## src/rtl/spm_program_loader_if.sv

```systemverilog
// -----------------------------------------------------------------------------
// spm_program_loader_if
//   Bundles the loader's byte-stream handshake and its memory write port.
//   slave  : the loader (consumes bytes, drives the memory write port)
//   master : the byte source / memory side
//   Signals: byte_valid, byte_data, byte_ready  (valid/ready byte stream)
//            mem_addr, mem_data, mem_write      (program memory write port)
// -----------------------------------------------------------------------------
interface spm_program_loader_if #(
  parameter int ADDR_W = 8,
  parameter int DATA_W = 8
);
  logic              byte_valid;
  logic [DATA_W-1:0] byte_data;
  logic              byte_ready;
  logic [ADDR_W-1:0] mem_addr;
  logic [DATA_W-1:0] mem_data;
  logic              mem_write;

  modport slave (
    input  byte_valid, byte_data,
    output byte_ready, mem_addr, mem_data, mem_write
  );

  modport master (
    output byte_valid, byte_data,
    input  byte_ready, mem_addr, mem_data, mem_write
  );
endinterface

```

## src/rtl/spm_program_loader.sv

```systemverilog
// -----------------------------------------------------------------------------
// spm_program_loader
//   Streams a length-prefixed byte image into the 256x8 program memory from
//   address 0 while holding the CPU in reset, then releases it.
//   Stream format: N (0 means 2^ADDR_W), then N data bytes, then (optionally)
//   one checksum byte.
//   Optional feature macro: SPM_LOADER_CHECKSUM_EN -- adds a CSUM state; the
//   8-bit sum of length, data and checksum bytes must be 0x00, else the
//   loader parks in ERR with o_error=1 and the CPU still in reset.
// Ports:
//   i_clk, i_rst   clock, synchronous active-high reset
//   i_start        load request (honoured in IDLE or ERR only)
//   bus (slave)    byte stream in, memory write port out
//   o_cpu_rst      CPU reset hold (every state except IDLE)
//   o_busy         load in progress (not IDLE, not ERR)
//   o_done         one-cycle completion pulse
//   o_error        sticky checksum failure (0 without the macro)
// -----------------------------------------------------------------------------
module spm_program_loader #(
  parameter int ADDR_W = 8,
  parameter int DATA_W = 8
) (
  input  logic                 i_clk,
  input  logic                 i_rst,
  input  logic                 i_start,
  spm_program_loader_if.slave  bus,
  output logic                 o_cpu_rst,
  output logic                 o_busy,
  output logic                 o_done,
  output logic                 o_error
);

  // One extra bit so a full 2^ADDR_W image length fits in the counter.
  localparam int CNT_W = ADDR_W + 1;

  typedef enum logic [2:0] {
    ST_IDLE,
    ST_LEN,
    ST_DATA,
    ST_DONE
`ifdef SPM_LOADER_CHECKSUM_EN
    , ST_CSUM,
    ST_ERR
`endif
  } state_t;

  state_t             r_state, w_next;
  logic [CNT_W-1:0]   r_cnt;
  logic [ADDR_W-1:0]  r_addr;
  logic [ADDR_W-1:0]  r_mem_addr;
  logic [DATA_W-1:0]  r_mem_data;
  logic               r_mem_write;
  logic               w_ready;
  logic               w_xfer;
  logic               w_last;

  assign w_xfer = bus.byte_valid && w_ready;
  assign w_last = (r_cnt == CNT_W'(1));

`ifdef SPM_LOADER_CHECKSUM_EN
  logic [7:0] r_sum;
  logic [7:0] w_sum_chk;
  assign w_sum_chk = r_sum + 8'(bus.byte_data);

  always_ff @(posedge i_clk) begin
    if (i_rst) begin
      r_sum <= '0;
    end else if (w_xfer) begin
      // The length byte restarts the sum; data bytes accumulate.
      if (r_state == ST_LEN)       r_sum <= 8'(bus.byte_data);
      else if (r_state == ST_DATA) r_sum <= w_sum_chk;
    end
  end
`endif

  always_ff @(posedge i_clk) begin
    if (i_rst) r_state <= ST_IDLE;
    else       r_state <= w_next;
  end

  always_comb begin
    w_next    = r_state;
    w_ready   = 1'b0;
    o_busy    = 1'b1;
    o_done    = 1'b0;
    o_cpu_rst = 1'b1;
    o_error   = 1'b0;
    case (r_state)
      ST_IDLE: begin
        o_busy    = 1'b0;
        o_cpu_rst = 1'b0;
        if (i_start) w_next = ST_LEN;
      end
      ST_LEN: begin
        w_ready = 1'b1;
        if (w_xfer) w_next = ST_DATA;
      end
      ST_DATA: begin
        w_ready = 1'b1;
`ifdef SPM_LOADER_CHECKSUM_EN
        if (w_xfer && w_last) w_next = ST_CSUM;
`else
        if (w_xfer && w_last) w_next = ST_DONE;
`endif
      end
      ST_DONE: begin
        o_done = 1'b1;
        w_next = ST_IDLE;
      end
`ifdef SPM_LOADER_CHECKSUM_EN
      ST_CSUM: begin
        w_ready = 1'b1;
        if (w_xfer) w_next = (w_sum_chk == 8'h00) ? ST_DONE : ST_ERR;
      end
      ST_ERR: begin
        o_busy  = 1'b0;
        o_error = 1'b1;
        if (i_start) w_next = ST_LEN;
      end
`endif
      default: w_next = ST_IDLE;
    endcase
  end

  // Write port is registered: a byte accepted in DATA is written next cycle,
  // and address/data hold their last values between strobes.
  always_ff @(posedge i_clk) begin
    if (i_rst) begin
      r_cnt       <= '0;
      r_addr      <= '0;
      r_mem_addr  <= '0;
      r_mem_data  <= '0;
      r_mem_write <= 1'b0;
    end else begin
      r_mem_write <= 1'b0;
      if (w_xfer && r_state == ST_LEN) begin
        r_cnt  <= (bus.byte_data == '0) ? (CNT_W'(1) << ADDR_W)
                                        : CNT_W'(bus.byte_data);
        r_addr <= '0;
      end else if (w_xfer && r_state == ST_DATA) begin
        r_mem_write <= 1'b1;
        r_mem_addr  <= r_addr;
        r_mem_data  <= bus.byte_data;
        r_addr      <= r_addr + ADDR_W'(1);
        r_cnt       <= r_cnt - CNT_W'(1);
      end
    end
  end

  assign bus.byte_ready = w_ready;
  assign bus.mem_addr   = r_mem_addr;
  assign bus.mem_data   = r_mem_data;
  assign bus.mem_write  = r_mem_write;

endmodule

```

## src/flat_wrapper.sv

```systemverilog
// flat-port wrapper written by rule: the top's interface ports become plain ports
module spm_program_loader_flat 
#(
  parameter int ADDR_W = 8,
  parameter int DATA_W = 8
)
  (i_clk, i_rst, i_start, o_cpu_rst, o_busy, o_done, o_error, bus_byte_valid, bus_byte_data, bus_byte_ready, bus_mem_addr, bus_mem_data, bus_mem_write);
  spm_program_loader_if #(.ADDR_W(ADDR_W), .DATA_W(DATA_W)) bus_i ();
  input  logic i_clk;
  input  logic i_rst;
  input  logic i_start;
  output logic o_cpu_rst;
  output logic o_busy;
  output logic o_done;
  output logic o_error;
  input wire logic [$bits(bus_i.byte_valid)-1:0] bus_byte_valid;
  input wire logic [$bits(bus_i.byte_data)-1:0] bus_byte_data;
  output wire logic [$bits(bus_i.byte_ready)-1:0] bus_byte_ready;
  output wire logic [$bits(bus_i.mem_addr)-1:0] bus_mem_addr;
  output wire logic [$bits(bus_i.mem_data)-1:0] bus_mem_data;
  output wire logic [$bits(bus_i.mem_write)-1:0] bus_mem_write;
  assign bus_i.byte_valid = bus_byte_valid;
  assign bus_i.byte_data = bus_byte_data;
  assign bus_byte_ready = bus_i.byte_ready;
  assign bus_mem_addr = bus_i.mem_addr;
  assign bus_mem_data = bus_i.mem_data;
  assign bus_mem_write = bus_i.mem_write;
  spm_program_loader #(.ADDR_W(ADDR_W), .DATA_W(DATA_W)) u_core (.i_clk(i_clk), .i_rst(i_rst), .i_start(i_start), .bus(bus_i), .o_cpu_rst(o_cpu_rst), .o_busy(o_busy), .o_done(o_done), .o_error(o_error));
endmodule
```

## config.mk

```make
export PLATFORM = sky130hd
export DESIGN_NAME = spm_program_loader_flat
export DESIGN_NICKNAME = d
export VERILOG_FILES = /design/src/rtl/spm_program_loader_if.sv /design/src/rtl/spm_program_loader.sv /design/src/flat_wrapper.sv
export SDC_FILE = /design/constraint.sdc
export NUM_CORES = 1
export LEC_CHECK = 0
export ABC_CLOCK_PERIOD_IN_PS = 3400
export CAP_MARGIN = 20
export CORE_ASPECT_RATIO = 1.75
export CORE_MARGIN = 2
export CORE_UTILIZATION = 54
export CTS_CLUSTER_DIAMETER = 50
export CTS_CLUSTER_SIZE = 12
export DETAILED_ROUTE_END_ITERATION = 8
export HOLD_SLACK_MARGIN = 0.02
export PLACE_DENSITY = 0.89
export RECOVER_POWER = 50
export SYNTH_ARGS = -nofsm -noshare
export SYNTH_HDL_FRONTEND = slang
export SYNTH_SLANG_ARGS = --single-unit
```

## constraint.sdc

```tcl
create_clock -name i_clk -period 3.4 [get_ports i_clk]
set_clock_uncertainty 0.05 [all_clocks]
set_input_delay 0.34 -clock i_clk [delete_from_list [all_inputs] [get_ports i_clk]]
set_output_delay 0.34 -clock i_clk [all_outputs]
set_load 0.1 [all_outputs]
```

==> qor.txt, run 1 <==
VDD IR-drop max: 594 uV
setup TNS: 0 ns
grt peak-use layer: met2
crit path DAT: 2.67 ns
cell taking the most area after synthesis: dfxtp_1
YS warnings: 0
CTS H-tree depth: 2
count leader, synth: nand2_1
Synth top cells by count: 41 x nand2_1, 36 x dfxtp_1, 27 x a21oi_1
Synth area leaders: dfxtp_1 42%, nand2_1 9.0%, a21oi_1 7.9%
I/O pin cnt: 34
worst hold path type: flop to flop
vias in the first global route: 1320
pin count of the biggest net entering global routing: 32
Fin Hold WS: 0.403 ns
total number of vias: 1517
# setup viols final: 0
crit path kind: flop to flop
outcome: finished clean
CORE AREA: 0.00307 sq mm
Max-Cap Viols: 0
maximum operating frequency: 400 MHz
clock slew at reported path FFs: 0.07 ns
Synth Register Bits: 36
TritonCTS clock tree: built
RSZ-0062 raised after global routing: false
Root Driver: clkbuf_8
nets: 257
synth unique cells: 38
FFs w/ async S/R, synth: 0%
DRC: 0
TritonCTS Sinks: 36
CTS buffer count: 5
required time of the critical path: 3.57 ns
DRT Wirelength: 3590 microns
PostCTS Resize Cnt: 0
routing usage on met3: 5.98%
Least-Margin Pin Slew: 1.17 ns
worst skew pair latency: 0.29 ns
Mean Syn Cell Area: 8.19 sq um
Post-Synthesis Cells: 208
register area share after synthesis: 42.3%
pwr dens: 689 mW/mm^2
GPL Wtd Cong: 0.903
final hold vios: 0
post-synth net total: 228
fin cells: 281
vias per cell: 5.40
placed cells: 272
fill cell count: 261
buffers added on ports: 32
initial antenna violation count: 0
Worst setup EP type: flop
Global Route Usage Sum: 22.3%
# Post-CTS Setup Buffers: 0
global route overflow: 0
met1 GRT Util: 26.8%
Clock Tree Buf Depth: 2
hold_buf cts: 0
minimum clock period: 2.50 ns
routed len/inst: 12.8 microns
die span in y: 78.3 microns
synthesis-to-finish area growth: 24.1%
row count: 27
DR iter-0 viols: 91
top-area cell type share of the netlist area: 42.3%
Post-synth EDFFs: 0
die width: 46.5 microns
Post-DRT Antenna Nets: 0
grt met2 use: 35.0%
Post-DP HPWL: 2530 microns
DRT Pass-1 Iters: 5
largest fanout on the critical path: 18
Slew Limit Fails: 0
most used flip-flop cell after synthesis: dfxtp_1
antenna fix cells: 0
die area: 0.00364 sq mm
Initial Util: 55.4%
Startpoint Class: flop
PnR Total Power: 1.46 mW
period utilization: 73.5%
slew margin rel.: 22.6%
layout cells sized above 1: 5.46%
synthesized area: 0.00170 sq mm
Lkg Pwr: 0.779 nW
first-pass GRT wire length: 5950 microns
final cells by class:
type | instances | area [sq um] | area share, %
clock buffer | 5 | 68.8 | 3.26
clock inverter | 3 | 42.5 | 2.01
inverter | 12 | 45.0 | 2.13
multi-input combinational | 149 | 866 | 41.0
sequential | 36 | 721 | 34.1
tap | 43 | 53.8 | 2.55
timing repair buffer | 33 | 317 | 15.0
sequential cells by signal, indices dropped and copies added, names as in the netlist:
signal,flops
u_core.bus.mem_addr,8
u_core.bus.mem_data,8
u_core.bus.mem_write,1
u_core.r_addr,8
u_core.r_cnt,9
u_core.r_state,2
power by group:
| part | total [mW] | switching (mW) | internal, mW |
|---|---|---|---|
| Combinational | 0.589 | 0.433 | 0.156 |
| Clock | 0.372 | 0.155 | 0.217 |
| Sequential | 0.496 | 0.0396 | 0.457 |
through the flow:
| stage | util, % | worst slack (ns) | cell area (sq um) |
|---|---|---|---|
| 2_1_floorplan | - | 1.01 | 1700 |
| 3_3_place_gp | 65.4 | 1.13 | 2010 |
| 3_5_place_dp | 65.4 | 1.11 | 2010 |
| 4_1_cts | 69.0 | 1.02 | 2120 |
| 5_1_grt | 68.7 | 0.656 | 2110 |
| 6_report | 68.7 | 0.902 | 2110 |
cells in the final DEF (no fill, tap or decap), drive strengths merged, types with 4 or more instances in the layout:
| cell | count |
|---|---|
| xor2 | 6 |
| ha | 8 |
| clkdlybuf4s50 | 29 |
| clkbuf | 8 |
| nor4 | 4 |
| nand3 | 4 |
| inv | 12 |
| dfxtp | 36 |
| nor2 | 13 |
| o21ai | 4 |
| nand4 | 5 |
| nand2 | 42 |
| a21oi | 27 |
| and3 | 4 |
worst max-delay path, cell delays in order (launching register included):
cell and delay, ns:
dfxtp_1 0.40, inv_1 0.10, ha_1 0.35, and3_1 0.44, nand2_1 0.46, or3_1 0.48, a31oi_1 0.15
path summary, 6_finish.rpt:
kind	from	to	slack, ns	depth (start not counted)
max	u_core.r_state[1]	u_core.r_cnt[8]	0.90	6
min	u_core.bus.mem_addr[1]	u_core.bus.mem_addr[1]	0.40	2
max reg2reg	u_core.r_state[1]	u_core.r_cnt[8]	0.90	6
min reg2reg	u_core.bus.mem_addr[1]	u_core.bus.mem_addr[1]	0.40	2
layer usage:
metal / share of wire [%] / wire length [microns]
met1: 42 / 1520
met5: 0 / 0
met4: 1.9 / 67
met3: 4.8 / 173
met2: 51 / 1830
cells by family (layout without fill, tap and decap cells):
group                    after synthesis  in the layout  synth area share, %
adder cells (fa/ha/maj)                8              8                 5.88
AO/OA/AOI/OAI                         49             49                 17.6
buffers and inverters                 23             53                 6.10
XOR/XNOR                               8              8                 4.11
other                                  1              1                0.220
AND/OR/NAND/NOR                       83             83                 23.8
flip-flops                            36             36                 42.3
Note: power is estimated with default switching activity, not from simulation.
==> run 2, diff against run 1 <==
--- a/config.mk
+++ b/config.mk
@@ -5,16 +5,16 @@
 export SDC_FILE = /design/constraint.sdc
 export NUM_CORES = 1
 export LEC_CHECK = 0
-export ABC_CLOCK_PERIOD_IN_PS = 3400
+export ABC_CLOCK_PERIOD_IN_PS = 2100
 export CAP_MARGIN = 20
 export CORE_ASPECT_RATIO = 1.75
 export CORE_MARGIN = 2
-export CORE_UTILIZATION = 54
+export CORE_UTILIZATION = 46
 export CTS_CLUSTER_DIAMETER = 50
 export CTS_CLUSTER_SIZE = 12
 export DETAILED_ROUTE_END_ITERATION = 8
 export HOLD_SLACK_MARGIN = 0.02
-export PLACE_DENSITY = 0.89
+export PLACE_DENSITY = 0.81
 export RECOVER_POWER = 50
 export SYNTH_ARGS = -nofsm -noshare
 export SYNTH_HDL_FRONTEND = slang
==> constraint.sdc (replaced) <==
create_clock -name i_clk -period 2.1 [get_ports i_clk]
set_clock_uncertainty 0.05 [all_clocks]
set_input_delay 0.21 -clock i_clk [delete_from_list [all_inputs] [get_ports i_clk]]
set_output_delay 0.21 -clock i_clk [all_outputs]
set_load 0.1 [all_outputs]
==> run 2 against run 1 <==
Count of clock-buffer cells in the layout rose by 1; total power rose by 65%; critical endpoint is now u_core.r_cnt[7]; sequential cell count did not move; clock power rose by 60%; cell count rose by 2.1%; largest cell class unchanged.
==> qor.txt, run 2 (synthesis gave the netlist of run 1 again) <==
outcome: finished clean
CORE AREA: 0.00359 sq mm (+17%)
total number of vias: 1569 (+3.4%)
most frequent cells in the layout: 41 x nand2_1, 36 x dfxtp_1, 27 x a21oi_1, 18 x clkbuf_1, 13 x nor2_1
global route overflow: 0 (unchanged)
Slew Limit Fails: 0 (unchanged)
part of the power in registers: 33.4% (-0.7 points)
TritonCTS clock tree: built
CTS buffer count: 5 (unchanged)
Post-DRT Antenna Nets: 0 (unchanged)
Pint: 1.37 mW (+66%)
Post-DP HPWL: 2800 microns (+11%)
die area: 0.00422 sq mm (+16%)
worst hold path type: flop to flop
final hold vios: 0 (unchanged)
first-pass GRT wire length: 6330 microns (+6.4%)
TritonCTS Sinks: 36 (unchanged)
largest fanout on the critical path: 9 (-9)
Initial Util: 47.4% (-8.0 points)
Worst setup EP type: flop
routed len/inst: 13.1 microns (+2.3%)
# Post-CTS Setup Buffers: 0 (unchanged)
DR iter-0 viols: 34 (-63%)
max reg flops: 9 (unchanged)
hold_buf cts: 0 (unchanged)
synthesis-to-finish area growth: 20.1%
die width: 50.0 microns (+7.6%)
DRC: 0 (unchanged)
Max-Cap Viols: 0 (unchanged)
pwr dens: 1180 mW/mm^2 (+70%)
Global Route Usage Sum: 19.2% (-3.1 points)
DRT Wirelength: 3750 microns (+4.5%)
DRT Pass-1 Iters: 4 (-1)
fin cells: 287 (+2.1%)
initial antenna violation count: 0 (unchanged)
nets: 260 (+1.2%)
Lkg Pwr: 0.770 nW (-1.3%)
CTS H-tree depth: 2 (unchanged)
die span in y: 84.5 microns (+7.9%)
vias per cell: 5.47 (+1.3%)
Top reg by flops: u_core.r_cnt
worst skew pair latency: 0.29 ns (about the same)
pin count of the biggest net entering global routing: 18 (-44%)
layout cells sized above 1: 9.13% (+3.7 points)
RSZ-0062 raised after global routing: false
I/O pin cnt: 34 (unchanged)
PostCTS Resize Cnt: 0 (unchanged)
Clk pwr share: 24.7% (-0.8 points)
GPL Wtd Cong: 0.855 (-5.3%)
placed cells: 279 (+2.6%)
Least-Margin Pin Slew: 1.17 ns (+0.00688 ns)
VDD IR-drop max: 898 uV (+51%)
setup TNS: 0 ns (unchanged)
required time of the critical path: 2.24 ns (-1.33 ns)
vias in the first global route: 1507 (+14%)
antenna fix cells: 0 (unchanged)
Startpoint Class: flop
PnR Total Power: 2.40 mW (+65%)
crit path kind: flop to flop
Core Util, Final: 56.9% (-12 points)
maximum operating frequency: 548 MHz (+37%)
clock slew at reported path FFs: 0.07 ns (about the same)
slew margin rel.: 22.2% (-0.46 points)
buffers added on ports: 32 (unchanged)
switching part of the total: 42.8% (-0.27 points)
row count: 29 (+7.4%)
P_sw: 1.03 mW (+64%)
crit path DAT: 1.97 ns (-0.70 ns)
period utilization: 87.0% (+14 points)
Root Driver: clkbuf_8
Logic pwr share: 41.9% (+1.5 points)
Fin Hold WS: 0.404 ns (+0.000787 ns)
minimum clock period: 1.83 ns (-0.672 ns)
Clock Tree Buf Depth: 2 (unchanged)
# setup viols final: 0 (unchanged)
commonest non-fill, non-tap cell in the layout: nand2_1
run 2: path summary, 6_finish.rpt:
path | startpoint | end | slack (ns) | cells past startpoint
max | u_core.r_state[1] | u_core.r_cnt[7] | 0.27 | 6
min | u_core.bus.mem_data[1] | u_core.bus.mem_data[1] | 0.40 | 2
max reg2reg | u_core.r_state[1] | u_core.r_cnt[7] | 0.27 | 6
min reg2reg | u_core.bus.mem_data[1] | u_core.bus.mem_data[1] | 0.40 | 2
run 2: stage by stage:
stage	worst slack [ns]	area, sq um
floorplan	0.116	1720
global placement	0.272	2050
detailed placement	0.200	2050
CTS	0.257	2160
global route	0.134	2050
finish	0.274	2050
run 2: area by class of cell:
type	instances	area (sq um)
fill	356	1550
multi-input combinational	149	891
sequential	36	721
timing repair buffer	36	224
clock buffer	6	72.6
tap	46	57.6
inverter	12	45.0
clock inverter	2	35.0
run 2: critical path, cell delays in order (launching register included):
cell	delay (ns)
dfxtp_1	0.38
inv_1	0.11
ha_1	0.25
and4b_1	0.46
buf_4	0.21
nand2b_1	0.12
o32ai_1	0.15
run 2: power groups by stage:
stage	clock [mW]	sequential, mW	combinational (mW)
final	0.594	0.802	1.01
after global routing	0.628	0.808	1.08
after CTS	0.606	0.801	1.17
after detailed placement	0	0.816	1.16
after global placement	0	0.814	1.16
after floorplan	0	0.847	0.831
run 2: routing by layer:
metal | vias to the layer above | wire (microns) | GRT usage, %
met5 | - | 0 | 0
met3 | 8 | 137 | 4.27
met2 | 39 | 2000 | 33.9
li1 | 779 | - | -
met4 | 0 | 78 | 10.6
met1 | 743 | 1530 | 20.4
==> run 3, diff against run 2 <==
--- a/config.mk
+++ b/config.mk
@@ -9,12 +9,13 @@
 export CAP_MARGIN = 20
 export CORE_ASPECT_RATIO = 1.75
 export CORE_MARGIN = 2
-export CORE_UTILIZATION = 46
+export CORE_UTILIZATION = 55
 export CTS_CLUSTER_DIAMETER = 50
 export CTS_CLUSTER_SIZE = 12
 export DETAILED_ROUTE_END_ITERATION = 8
+export DONT_BUFFER_PORTS = 1
 export HOLD_SLACK_MARGIN = 0.02
-export PLACE_DENSITY = 0.81
+export PLACE_DENSITY = 0.79
 export RECOVER_POWER = 50
 export SYNTH_ARGS = -nofsm -noshare
 export SYNTH_HDL_FRONTEND = slang
==> run 3 against run 2 <==
Worst hold slack got worse by 0.37 ns; cell count is 8.4% lower; first-iteration DRC count up 68%; clock power fell by 13%; via count is 1.7% lower; die area is 15% lower; critical path type unchanged; critical endpoint is now u_core.r_cnt[8].
==> qor.txt, run 3 (synthesis gave the netlist of run 1 again) <==
# setup viols final: 0 (unchanged)
DRT Pass-1 Iters: 4 (unchanged)
switching part of the total: 43.5% (+0.69 points)
vias per cell: 5.87 (+7.3%)
Clk pwr share: 22.4% (-2.3 points)
required time of the critical path: 2.26 ns (+0.02 ns)
Initial Util: 58.2% (+11 points)
nets: 255 (-1.9%)
GPL Wtd Cong: 0.890 (+4.0%)
slew margin rel.: 19.7% (-2.5 points)
most frequent cells in the layout: 41 x nand2_1, 36 x dfxtp_1, 27 x a21oi_1, 17 x clkbuf_1, 13 x nor2_1
worst hold path type: input pin to flop
CTS buffer count: 5 (unchanged)
RSZ-0062 raised after global routing: false
synthesis-to-finish area growth: 15.9%
buffers added on ports: 0 (-100%)
Root Driver: clkbuf_8
crit path DAT: 2.03 ns (+0.06 ns)
Top reg by flops: u_core.r_cnt
vias in the first global route: 1534 (+1.8%)
max reg flops: 9 (unchanged)
routed len/inst: 14.7 microns (+12%)
row count: 26 (-10%)
first-pass GRT wire length: 6400 microns (+0.98%)
die width: 46.1 microns (-7.9%)
Worst setup EP type: flop
pwr dens: 1170 mW/mm^2 (about the same)
Logic pwr share: 43.0% (+1.1 points)
Core Util, Final: 67.4% (+10 points)
pin count of the biggest net entering global routing: 28 (+10)
TritonCTS Sinks: 36 (unchanged)
final hold vios: 0 (unchanged)
setup TNS: 0 ns (unchanged)
worst skew pair latency: 0.28 ns (about the same)
Max-Cap Viols: 0 (unchanged)
Design Area, Final: 0.00197 sq mm (-3.5%)
period utilization: 89.4% (+2.4 points)
part of the power in registers: 34.6% (+1.2 points)
CTS H-tree depth: 2 (unchanged)
maximum operating frequency: 533 MHz (-2.7%)
VDD IR-drop max: 1190 uV (+33%)
Least-Margin Pin Slew: 1.20 ns (+0.0324 ns)
P_sw: 1.01 mW (-2.0%)
CORE AREA: 0.00293 sq mm (-18%)
minimum clock period: 1.88 ns (+0.0510 ns)
DRT Wirelength: 3850 microns (+2.7%)
Clock Tree Buf Depth: 2 (unchanged)
Post-DP HPWL: 2760 microns (-1.5%)
commonest non-fill, non-tap cell in the layout: nand2_1
die area: 0.00357 sq mm (-15%)
global route overflow: 0 (unchanged)
initial antenna violation count: 0 (unchanged)
dpl cell area: 0.00186 sq mm (-9.4%)
Startpoint Class: flop
largest fanout on the critical path: 18 (+9)
die span in y: 77.6 microns (-8.1%)
Pint: 1.31 mW (-4.7%)
clock slew at reported path FFs: 0.07 ns (about the same)
PostCTS Resize Cnt: 0 (unchanged)
I/O pin cnt: 34 (unchanged)
TritonCTS clock tree: built
total number of vias: 1543 (-1.7%)
Slew Limit Fails: 0 (unchanged)
outcome: finished clean
Lkg Pwr: 0.745 nW (-3.2%)
antenna fix cells: 0 (unchanged)
crit path kind: flop to flop
DRC: 0 (unchanged)
layout cells sized above 1: 8.51% (-0.62 points)
Post-DRT Antenna Nets: 0 (unchanged)
Global Route Usage Sum: 23.6% (+4.3 points)
DR iter-0 viols: 57 (+68%)
==> run 3: cell count changes in the layout (fill, tap and decap cells not counted), sizes merged <==
cell | before | now
dlygate4sd3 | 0 | 9
bufinv | 1 | 0
buf | 4 | 3
clkinv | 1 | 0
clkdlybuf4s50 | 11 | 0
clkbuf | 27 | 26
==> run 3: layout make-up <==
cell class / count / area (sq um)
fillers: 241 / 953
multi-input cells: 149 / 891
flip-flops and latches: 36 / 721
repair buffers: 31 / 186
clock buffers: 7 / 96.3
inverters: 12 / 45.0
well taps: 28 / 35.0
==> run 3: power by group through the flow <==
stage | Combinational, mW | Clock, mW | Sequential, mW
CTS | 1.01 | 0.527 | 0.801
global placement | 0.948 | 0 | 0.808
finish | 0.997 | 0.519 | 0.803
floorplan | 0.831 | 0 | 0.847
global route | 1.07 | 0.561 | 0.810
detailed placement | 0.979 | 0 | 0.815
==> run 3: stage by stage <==
step           worst slack, ns  total power [mW]  hold WS [ns]  std cells
2_1_floorplan            0.116              1.68         0.261        208
3_3_place_gp             0.325              1.76         0.233        247
3_5_place_dp             0.224              1.79         0.236        247
4_1_cts                  0.216              2.34        0.0278        263
5_1_grt                  0.132              2.44        0.0333        263
6_report                 0.222              2.32        0.0338        263
==> run 3: final timing paths <==
kind | startpoint | to | slack [ns] | depth (start not counted)
max | u_core.r_state[0] | u_core.r_cnt[8] | 0.22 | 6
min | bus_byte_data[0] | u_core.bus.mem_data[0] | 0.03 | 2
max reg2reg | u_core.r_state[0] | u_core.r_cnt[8] | 0.22 | 6
min reg2reg | u_core.bus.mem_addr[6] | u_core.bus.mem_addr[6] | 0.41 | 2
==> run 3: layer usage <==
layer / share of wire (%) / track usage, % / up-vias
met5: 0 / 0 / -
met2: 54 / 41.7 / 40
li1: - / - / 770
met4: 1.3 / 10.6 / 0
met1: 40 / 24.9 / 727
met3: 4.9 / 4.65 / 6
==> run 3: critical path, stage by stage (launching register included) <==
cell     delay, ns
dfxtp_1       0.39
inv_1         0.12
ha_4          0.31
and3_4        0.27
nand2_4       0.15
or3_1         0.37
a31oi_1       0.15
==> run 3: timing repair <==
action	CTS	global route
buffers inserted	0	0
hold endpoints to repair	27	0
hold buffers	9	0
==> RTL edit: new RTL, settings of run 2 <==
Add a define of `SPM_LOADER_CHECKSUM_EN`.
--- a/src/rtl/spm_program_loader.sv
+++ b/src/rtl/spm_program_loader.sv
@@ -16,6 +16,8 @@
 //   o_done         one-cycle completion pulse
 //   o_error        sticky checksum failure (0 without the macro)
 // -----------------------------------------------------------------------------
+`define SPM_LOADER_CHECKSUM_EN
+
 module spm_program_loader #(
   parameter int ADDR_W = 8,
   parameter int DATA_W = 8
Check against the original RTL: not equivalent (a bounded check fails within 4 cycles, from zero or initial values and one cycle with i_rst high).
==> RTL edit against run 2 <==
Wire length rose by 66%. Total power down 14%. Cell area grew 53%. Largest cell class unchanged. Largest power group is now sequential cells. Combinational power shrank 39%. Global-route usage up 3.6 points. Worst setup slack worse by 0.27 ns. First-iteration DRC count grew to 2.8 times the old value. Synthesized area grew 44%. Sequential cell count up 9.
==> RTL edit: results (changes against run 2) <==
Hold WC Path Type in -> reg (was reg -> reg); layout cells sized above 1 0.211 (was 0.0913); worst-margin pin slew 1.16 ns (was 1.17 ns); met1 Usage GRT 0.249 (was 0.204); Syn Nets 321 (was 228); WL met3 278 µm (was 137 µm); DR vias/cell 5.69 (was 5.47); filler instances 459 (was 356); slowest stage delay, CP 0.36 ns (was 0.46 ns); initial antenna violation count 0 (unchanged); metal2 WL 3280 µm (was 2000 µm); largest net degree at the start of global routing 39 (was 18); CP Capture Point u_core.r_state[2]$_SDFFE_PP0P_ (was u_core.r_cnt[7]$_SDFFE_PP0P_); PortBufs 33 (was 32); Vias 2365 (was 1569); initial DRC count 96 (was 34); synth top area cells dfxtp_1, nand2_1, nor2_1 (was dfxtp_1, nand2_1, a21oi_1); Post-Synth XOR/XNOR Area 0.0501 (was 0.0411); nets 383 (was 260); Crit-path slowest cell fa_2 (was and4b_1); status complete, no violations (unchanged); DP HPWL 4690 µm (was 2800 µm); global-route wire length before repair 10400 µm (was 6330 µm); combinational share of power 0.300 (was 0.419); Cells after Synth 298 (was 208); register area share after synthesis 0.368 (was 0.423); GR met2 Demand/Resource 0.403 (was 0.339); Worst VDD drop 0.463 mV (was 0.898 mV); mux cell area share after synthesis 0.0245 (was 0); Yosys cell types 51 (was 38); dpl cell area 0.00308 mm² (was 0.00205 mm²); crit-path leading delay family adder cells (was simple AND/OR/NAND/NOR gates); all-layer global routing usage 0.228 (was 0.192); clock power share 0.255 (was 0.247); Hold Path Origin bus_byte_data[1] (was u_core.bus.mem_data[1]$_SDFFE_PP0P_); Hold Path Depth 4 (was 2); fraction of the mapped netlist area in compound gates 0.194 (was 0.176); hold_ws 0.361 ns (was 0.404 ns); FF-to-FF path depth 7 (was 6); top cells by count, synth nand2_1, dfxtp_1, nor2_1, a21oi_1, ha_1 (was nand2_1, dfxtp_1, a21oi_1, nor2_1, inv_1); met3 usage 0.0411 (was 0.0427); leakage power 1.20 nW (was 0.770 nW); final WL 6240 µm (was 3750 µm); worst-path fanout max 2 (was 9); Max clock buf depth 2 (unchanged); dpl cells 408 (was 279); adder-cell share of the synthesized area 0.0593 (was 0.0588); asr flop ratio synth 0 (unchanged); WL met1 2480 µm (was 1530 µm); gp weighted congestion 0.849 (was 0.855); r2r startpoint u_core.r_sum[0]$_SDFFE_PP0P_ (was u_core.r_state[1]$_SDFFE_PP0P_); Sw Share 0.330 (was 0.428); reg2reg setup slack 0.002 ns (was 0.27 ns); Arr. time, crit path 2.25 ns (was 1.97 ns)
-- RTL edit: changes by cell type in the layout (fill, tap and decap cells not counted), sizes merged, moves of 6 or more --
cell / delta
a211oi: +10
inv: -8
dfxtp: +9
nor2: +22
mux2i: +6
nand2: +7
buf: +37
-- RTL edit: metrics by stage --
step           worst slack (ns)   util  TNS, ns  total power [W]
2_1_floorplan           -0.0302      -  -0.0302          0.00132
3_3_place_gp             -0.454  0.591    -1.88          0.00152
3_5_place_dp             -0.488  0.591    -2.31          0.00154
4_1_cts                 -0.0234  0.608  -0.0234          0.00205
5_1_grt                 -0.0609  0.600   -0.122          0.00216
6_report                0.00238  0.600        0          0.00207
-- RTL edit: area by class of cell --
type	count	share of cell area
timing repair buffer	73	0.174
clock inverter	3	0.00560
multi-input combinational	231	0.483
clock buffer	5	0.0220
sequential	45	0.289
inverter	4	0.00480
tap	55	0.0220
-- RTL edit: timing repair --
item,in CTS,in global routing
resized for setup,3,8
setup endpoints to repair,3,6
pin swaps,5,5
